[config.mk]
export PLATFORM = sky130hd
export DESIGN_NAME = alu_sequencer
export DESIGN_NICKNAME = d
export VERILOG_FILES = /design/src/rtl/alu_sequencer_pkg.sv /design/src/rtl/alu_sequencer.sv
export SDC_FILE = /design/constraint.sdc
export NUM_CORES = 1
export LEC_CHECK = 0
export CAP_MARGIN = 20
export CORE_MARGIN = 1
export CORE_UTILIZATION = 50
export CTS_BUF_LIST = sky130_fd_sc_hd__clkbuf_2 sky130_fd_sc_hd__clkbuf_4 sky130_fd_sc_hd__clkbuf_8
export CTS_CLUSTER_DIAMETER = 30
export CTS_CLUSTER_SIZE = 16
export DETAILED_ROUTE_END_ITERATION = 6
export DONT_BUFFER_PORTS = 1
export PLACE_DENSITY = 0.77
export SYNTH_ARGS = -nofsm -noshare
export SYNTH_HDL_FRONTEND = slang
export SYNTH_SLANG_ARGS = --single-unit
[constraint.sdc]
create_clock -name clk -period 3.77 [get_ports clk]
set_clock_uncertainty 0.15 [all_clocks]
set_input_delay 0.754 -clock clk [delete_from_list [all_inputs] [get_ports clk]]
set_output_delay 0.754 -clock clk [all_outputs]
set_load 0.05 [all_outputs]
[src/rtl/alu_sequencer_pkg.sv]
// alu_sequencer_pkg: ALU opcodes, sequencer states and the branch-resolve helper
package alu_sequencer_pkg;

   localparam int MUL_ITERS_DEF = 8;

   typedef enum logic [3:0] {
      kADD = 4'h0, kSUB = 4'h1, kSHL = 4'h2, kSHR = 4'h3,
      kAND = 4'h4, kXOR = 4'h5, kNOT = 4'h6, kLDR = 4'h7,
      kMLD = 4'h8, kLDI = 4'h9, kSTR = 4'hA, kMST = 4'hB,
      kCLR = 4'hC, kJMP = 4'hD, kBRZ = 4'hE, kBRN = 4'hF
   } op_mne_t;

   typedef enum logic [2:0] {IDLE, EXEC, MUL_ADD, MUL_SHF, FIN} seq_state_t;

   function automatic logic is_taken(op_mne_t op, logic z, logic neg);
      return (op == kJMP) || (op == kBRZ && z) || (op == kBRN && neg);
   endfunction

endpackage

[src/rtl/alu_sequencer.sv]
// alu_sequencer: owns acc/flags, sequences the ALU per request incl. shift-add multiply; option ALU_SEQ_MUL_EARLY_EXIT_EN ends multiply once the multiplier is exhausted
module alu_sequencer
   import alu_sequencer_pkg::*;
#(
   parameter int W         = 8,
   parameter int MUL_ITERS = MUL_ITERS_DEF
) (
   input  logic         clk,
   input  logic         rst_n,
   input  logic         i_req_valid,
   output logic         o_req_ready,
   input  logic [3:0]   i_req_op,
   input  logic         i_req_mul,
   input  logic [W-1:0] i_req_operand,
   input  logic         i_req_use_carry,
   output logic [3:0]   o_alu_op,
   output logic         o_alu_ci,
   output logic [W-1:0] o_alu_in_a,
   output logic [W-1:0] o_alu_in_acc,
   input  logic [W-1:0] i_alu_res,
   input  logic         i_alu_co,
   output logic [W-1:0] o_acc_q,
   output logic         o_co_q,
   output logic         o_z_q,
   output logic         o_neg_q,
   output logic         o_branch_taken,
   output logic         o_done,
   output logic         o_busy
);

   localparam int             CW   = $clog2(MUL_ITERS + 1);
   localparam logic [CW-1:0]  LAST = CW'(MUL_ITERS - 1);

   seq_state_t     r_state, w_next;
   op_mne_t        r_op, w_alu_op;
   logic [W-1:0]   r_opd, r_acc, r_p, r_m, r_q;
   logic           r_uc, r_co, r_z, r_neg, r_taken;
   logic [CW-1:0]  r_cnt;
   logic           w_mul_fin, w_z;

   // next state and ALU drive; idle drive is a side-effect-free STR of acc
   always_comb begin
      w_next       = r_state;
      w_alu_op     = kSTR;
      o_alu_ci     = 1'b0;
      o_alu_in_a   = '0;
      o_alu_in_acc = r_acc;
      case (r_state)
         IDLE:    w_next = i_req_valid ? (i_req_mul ? MUL_ADD : EXEC) : IDLE;
         EXEC: begin
            w_alu_op   = r_op;
            o_alu_in_a = r_opd;
            o_alu_ci   = (r_op == kADD && r_uc) ? r_co : 1'b0;
            w_next     = FIN;
         end
         MUL_ADD: begin
            w_alu_op     = kADD;
            o_alu_in_acc = r_p;
            o_alu_in_a   = r_m;
`ifdef ALU_SEQ_MUL_EARLY_EXIT_EN
            w_next       = (r_q == '0) ? FIN : MUL_SHF;
`else
            w_next       = MUL_SHF;
`endif
         end
         MUL_SHF: begin
            w_alu_op     = kSHL;
            o_alu_in_acc = r_m;
            o_alu_in_a   = W'(1);
            w_next       = (r_cnt == LAST) ? FIN : MUL_ADD;
         end
         FIN:     w_next = IDLE;
         default: w_next = IDLE;
      endcase
   end

   assign o_alu_op  = w_alu_op;
   assign w_mul_fin = (r_state == MUL_ADD || r_state == MUL_SHF) && w_next == FIN;
   assign w_z       = (i_alu_res == '0);

   // state register
   always_ff @(posedge clk or negedge rst_n) begin
      if (!rst_n) r_state <= IDLE;
      else        r_state <= w_next;
   end

   // request latch and multiply working registers (P product, M shifted multiplicand, Q multiplier)
   always_ff @(posedge clk or negedge rst_n) begin
      if (!rst_n) begin
         r_op  <= kADD;
         r_opd <= '0;
         r_uc  <= 1'b0;
         r_p   <= '0;
         r_m   <= '0;
         r_q   <= '0;
         r_cnt <= '0;
      end else begin
         case (r_state)
            IDLE: if (i_req_valid) begin
               r_op  <= op_mne_t'(i_req_op);
               r_opd <= i_req_operand;
               r_uc  <= i_req_use_carry;
               if (i_req_mul) begin
                  r_p   <= '0;
                  r_m   <= r_acc;
                  r_q   <= i_req_operand;
                  r_cnt <= '0;
               end
            end
            MUL_ADD: if (r_q[0]) r_p <= i_alu_res;
            MUL_SHF: begin
               r_m   <= i_alu_res;
               r_q   <= r_q >> 1;
               r_cnt <= r_cnt + CW'(1);
            end
            default: ;
         endcase
      end
   end

   // architectural commit: single-op results at end of EXEC, product at end of multiply
   always_ff @(posedge clk or negedge rst_n) begin
      if (!rst_n) begin
         r_acc   <= '0;
         r_co    <= 1'b0;
         r_z     <= 1'b0;
         r_neg   <= 1'b0;
         r_taken <= 1'b0;
      end else if (r_state == EXEC) begin
         r_taken <= is_taken(r_op, r_z, r_neg);
         case (r_op)
            kADD, kSUB: begin
               r_acc <= i_alu_res;
               r_co  <= i_alu_co;
               r_z   <= w_z;
               r_neg <= i_alu_res[W-1];
            end
            kSHL: begin
               r_acc <= i_alu_res;
               r_co  <= i_alu_co;
               r_z   <= w_z;
            end
            kSHR, kAND, kXOR, kNOT, kLDR, kMLD, kLDI: begin
               r_acc <= i_alu_res;
               r_z   <= w_z;
            end
            kCLR: begin
               r_acc <= '0;
               r_co  <= 1'b0;
               r_z   <= 1'b0;
               r_neg <= 1'b0;
            end
            default: ;
         endcase
      end else if (w_mul_fin) begin
         r_acc   <= r_p;
         r_co    <= 1'b0;
         r_z     <= (r_p == '0);
         r_neg   <= r_p[W-1];
         r_taken <= 1'b0;
      end
   end

   assign o_acc_q        = r_acc;
   assign o_co_q         = r_co;
   assign o_z_q          = r_z;
   assign o_neg_q        = r_neg;
   assign o_done         = (r_state == FIN);
   assign o_branch_taken = o_done & r_taken;
   assign o_busy         = (r_state != IDLE);
   assign o_req_ready    = (r_state == IDLE);

endmodule

## Word level (Yosys, flattened, before mapping)

Index checks and enable logic that the tools add are counted.

| cells by class | value |
|---|---|
| bitwise operators | 1 |
| equality and inequality tests | 25 |
| reduce and logical (&&, ||, !) cells | 24 |
| add/subtract/negate cells | 1 |
| mux-type cells | 35 |

Operators with widths:

| operator | count |
|---|---|
| $pmux W8 S2 | 5 |
| $mux W8 | 9 |
| $eq A4 B4 Y1 const B | 6 |
| $pmux W8 S3 | 1 |
| $eq A4 B3 Y1 const B | 5 |
| $logic_not A8 Y1 | 2 |
| $pmux W3 S4 | 1 |
| $pmux W4 S3 | 1 |
| $reduce_or A10 Y1 | 1 |
| $mux W1 | 9 |
| $eq A4 B2 Y1 const B | 2 |
| $mux W4 | 2 |
| $pmux W4 S2 | 1 |
| $reduce_and A2 Y1 | 4 |
| $eq A3 B2 Y1 const B | 2 |
| $eq A3 B3 Y1 const B | 2 |
| $ne A3 B2 Y1 const B | 2 |
| $pmux W1 S2 | 3 |
| $reduce_bool A2 Y1 | 3 |
| $add A4 B1 Y4 const B | 1 |
| $eq A4 B1 Y1 const B | 1 |
| $logic_and A1 B1 Y1 | 4 |
| $logic_not A4 Y1 | 1 |
| $mux W2 | 2 |
| 13 further kinds | 16 |

| word-level totals | value |
|---|---|
| register bits | 56 |
| output and inout port bits | 36 |
| logic and storage cells | 99 |

## Logic depth before layout (Yosys ltp)

| depth | value |
|---|---|
| depth after elaboration | 7 |
| mapped depth | 7 |

## Worst setup path before layout

No wires, ideal clock.

| timing path | value |
|---|---|
| path type | register to output |
| from | reg r_state[1] |
| to | out o_branch_taken |
| arrival | 2,370 ps |
| stages on the path, launching flop included | 4 |
| path buffers | 1 |
| path slack | 496 ps |
| path through | dfrtp_1 -> buf_2 -> nor3b_1 -> and2_1 |

| between the ends | value |
|---|---|
| longest elaborated chain between the ends | 2 |

Ends and longest elaborated chain:

| element | RTL line | RTL |
|---|---|---|
| start: declaration | alu_sequencer.sv:34 | `seq_state_t r_state, w_next;` |
| start signal: assignment | alu_sequencer.sv:84 | `else r_state <= w_next;` |
| $eq A3 B3 Y1 | alu_sequencer.sv:168 | `assign o_done = (r_state == FIN);` |
| via o_done | alu_sequencer.sv:27 | `output logic o_done,` |
| $and A1 B1 Y1 | alu_sequencer.sv:169 | `assign o_branch_taken = o_done & r_taken;` |
| end: declaration | alu_sequencer.sv:26 | `output logic o_branch_taken,` |

The timed path passes the listed nets, and every way through them passes these cells.

## Final worst setup path

| timing path | value |
|---|---|
| from | reg r_state[1] |
| to | out o_alu_in_a[4] |

| between the ends | value |
|---|---|
| longest elaborated chain between the ends | 2 |

Ends and longest elaborated chain:

| element | RTL line | RTL |
|---|---|---|
| $eq A3 B2 Y1 / $eq A3 B1 Y1 (equally long branches) | alu_sequencer.sv:48 | `case (r_state)` |
| $pmux W8 S3 (*) | alu_sequencer.sv:48 |  |
| end: declaration | alu_sequencer.sv:18 | `output logic [W-1:0] o_alu_in_a,` |

Mark *: on every way between the ends. The rest lies on a longest branch, timed or not.

==> flow_summary.json <==
{
  "status": "finished, final reports clean",
  "drive_above_1_share_pct": 16.4,
  "worst_path_max_delay_cell": "dfrtp_1",
  "synthesis.area_mm2": 0.00290,
  "critPathMaxStageDelay_ps": 590,
  "hold_path.class": "in -> async",
  "fill_cells": 502,
  "syn_nets": 322,
  "clock_sinks": 56,
  "grt_pass1_wl_um": 11400,
  "whs_ps": 141,
  "grt_pass1_vias": 2265,
  "firstDrtPassIters": 4,
  "critPathLaunch": "r_state[1]",
  "fin_nets": 325,
  "drc": 0,
  "rrSetupSlack_ps": 1310,
  "die_w_um": 78.1,
  "die_h_um": 78.1,
  "finalCritPeriodShare_pct": 79.9,
  "wl_per_cell_um": 18.1,
  "start_util_pct": 52.3,
  "cts-root-buf": "clkbuf_8",
  "vias": 2236,
  "worst_slew_pin_slew_ps": 867,
  "reg2reg_depth": 4,
  "syn_inst": 295,
  "path_buf_inv": 1,
  "insertedDiodeCount": 0,
  "row_count": 27,
  "crit_path_end_kind": "output pin",
  "drv_cap": 0,
  "synth.largest_area_cell": "dfrtp_1",
  "drtIter0Drc": 158,
  "rsz0062_at_grt": "no",
  "r2r-end": "o_z_q",
  "clk_latency_ps": 310,
  "hold_viol_final": 0,
  "cp_top_family": "flip-flops",
  "avgViaCountPerCell": 6.03,
  "synth_area_leaders": "dfrtp_1, mux2i_1, mux2_2, a21oi_1, nand2_1",
  "ys.warnings.count": 0,
  "post_cts_buffers": 0,
  "track_usage_pct": 23.7,
  "grt_max_degree": 57,
  "dieArea_mm2": 0.00610,
  "antenna_found_initial": 0,
  "postRouteAntennaNets": 0,
  "criticalPathCategory": "reg -> out",
  "critPathMaxFanout": 17,
  "globalRouteOverflowTotal": 0,
  "clk_pin_slew_ps": 100,
  "fin_cells": 371,
  "ys_seq_area_share_pct": 48.4,
  "synth_async_sr_flop_share_pct": 100,
  "synth_edf_count": 0,
  "port_buffers": 0,
  "io_pins": 62,
  "crit_chain": "nor3b_2, buf_4, a22o_1",
  "slew_headroom_pct": 42.2,
  "post_cts_resized": 0,
  "dp_hpwl_um": 4670,
  "coreArea_mm2": 0.00554,
  "synth_top_area_share_pct": 48.4,
  "cts_buffers": 5,
  "tns_ps": 0,
  "gp_congestion": 0.817,
  "period_needed_ps": 3010,
  "fmax_mhz": 332,
  "placedCellCount": 361,
  "cp.required_ps": 2870,
  "finalMaxSlewViolations": 0,
  "yosysUniqueCellTypes": 37,
  "crit_arrival_ps": 2110,
  "cts_tree": "built",
  "avgSynthCellArea_um2": 9.82,
  "finalSetupViolCount": 0,
  "wl_um": 6730,
  "synth_seq_cells": 56,
  "rr_startpoint": "r_state[1]",
  "ys.flop_type": "dfrtp_1",
  "cts_buffer_depth": 2,
  "htreeDepth": 2,
  "cp-start-kind": "flop",
  "area_delta_synth_final_pct": 8.90
}
## metal layers
layer,vias up,track usage (%),wire (um)
met5,-,0,0
met4,0,6.30,94
met3,10,6.98,561
met2,94,39.3,3210
met1,1071,30.1,2870
li1,1061,-,-
## per-stage QoR
step | setup slack, ps | utilization [%] | instance area [um^2]
floorplan | 496 | - | 2900
finish | 758 | 56.9 | 3150
CTS | 750 | 56.4 | 3130
detailed placement | 1110 | 54.3 | 3010
global placement | 1180 | 54.3 | 3010
global route | 610 | 56.9 | 3150
## registers in the layout, indices dropped and copies added (netlist names)
register / count
r_state: 3
r_op: 4
o_co_q: 1
r_p: 8
o_neg_q: 1
r_cnt: 4
r_opd: 8
r_uc: 1
r_taken: 1
r_m: 8
o_z_q: 1
o_acc_q: 8
r_q: 8
## layout by cell type, fill, tap and decap left out, types with 2 or more instances in the layout
cell type and count:
nand3b_1 3, nor2_1 18, o21ai_1 8, mux2_2 16, o22ai_1 2, a22oi_1 7, nand3_1 5, a22o_1 8
a21oi_2 2, a31oi_1 8, nand2_1 31, nor4_1 5, o21ai_0 15, buf_4 17, buf_16 2, nor3_1 2
nand2b_1 2, a21oi_1 29, nor3b_2 2, and2_1 4, a211oi_1 3, dfrtp_1 56, clkbuf_8 5, mux2i_1 23
inv_1 9, xnor2_1 2
## area by class of cell
type	instances	area, um^2	area share [%]
Sequential cell	56	1400	44.4
Multi-Input combinational cell	207	1360	43.0
Timing Repair Buffer	19	183	5.79
Tap cell	72	90.1	2.86
Clock buffer	5	68.8	2.18
Inverter	9	33.8	1.07
Clock inverter	3	21.3	0.674
## cell families (layout without fill, tap and decap cells)
group	count (synthesis)	count (layout)	share of synthesized area, %
buffers and inverters	32	36	5.14
adder cells (fa/ha/maj)	1	1	0.432
AO/OA/AOI/OAI	88	88	18.5
flip-flops	56	56	48.4
AND/OR/NAND/NOR	77	77	12.8
multiplexers	39	39	14.2
XOR/XNOR	2	2	0.605
## what timing repair did
item	4_1_cts	5_1_grt
hold buffers	1	0
setup endpoints to repair	0	0
endpoints found under the hold margin	56	0
## synth_stat cells, types with 2 or more instances
library cell   n
a211oi_1       3
a21oi_1       29
a21oi_2        2
a22o_1         8
a22oi_1        7
a31oi_1        8
and2_1         4
buf_2         11
buf_4          4
clkbuf_1       8
dfrtp_1       56
inv_1          9
mux2_2        16
mux2i_1       23
nand2_1       31
nand2b_1       2
nand3_1        5
nand3b_1       3
nor2_1        18
nor3_1         3
nor4_1         5
o21ai_0       23
o22ai_1        2
xnor2_1        2
## worst max path at each step
stage / slack, ps / endpoint / depth (start not counted)
floorplan: 500 / o_branch_taken / 3
global placement: 1180 / o_alu_in_a[7] / 3
detailed placement: 1110 / o_alu_in_a[2] / 3
CTS: 750 / o_alu_in_a[2] / 3
global route: 610 / o_alu_in_a[4] / 3
finish: 760 / o_alu_in_a[4] / 3
Power is left out: the tool's default activity adds up to more than one toggle a clock period on the data nets, which glitch-free logic cannot reach.
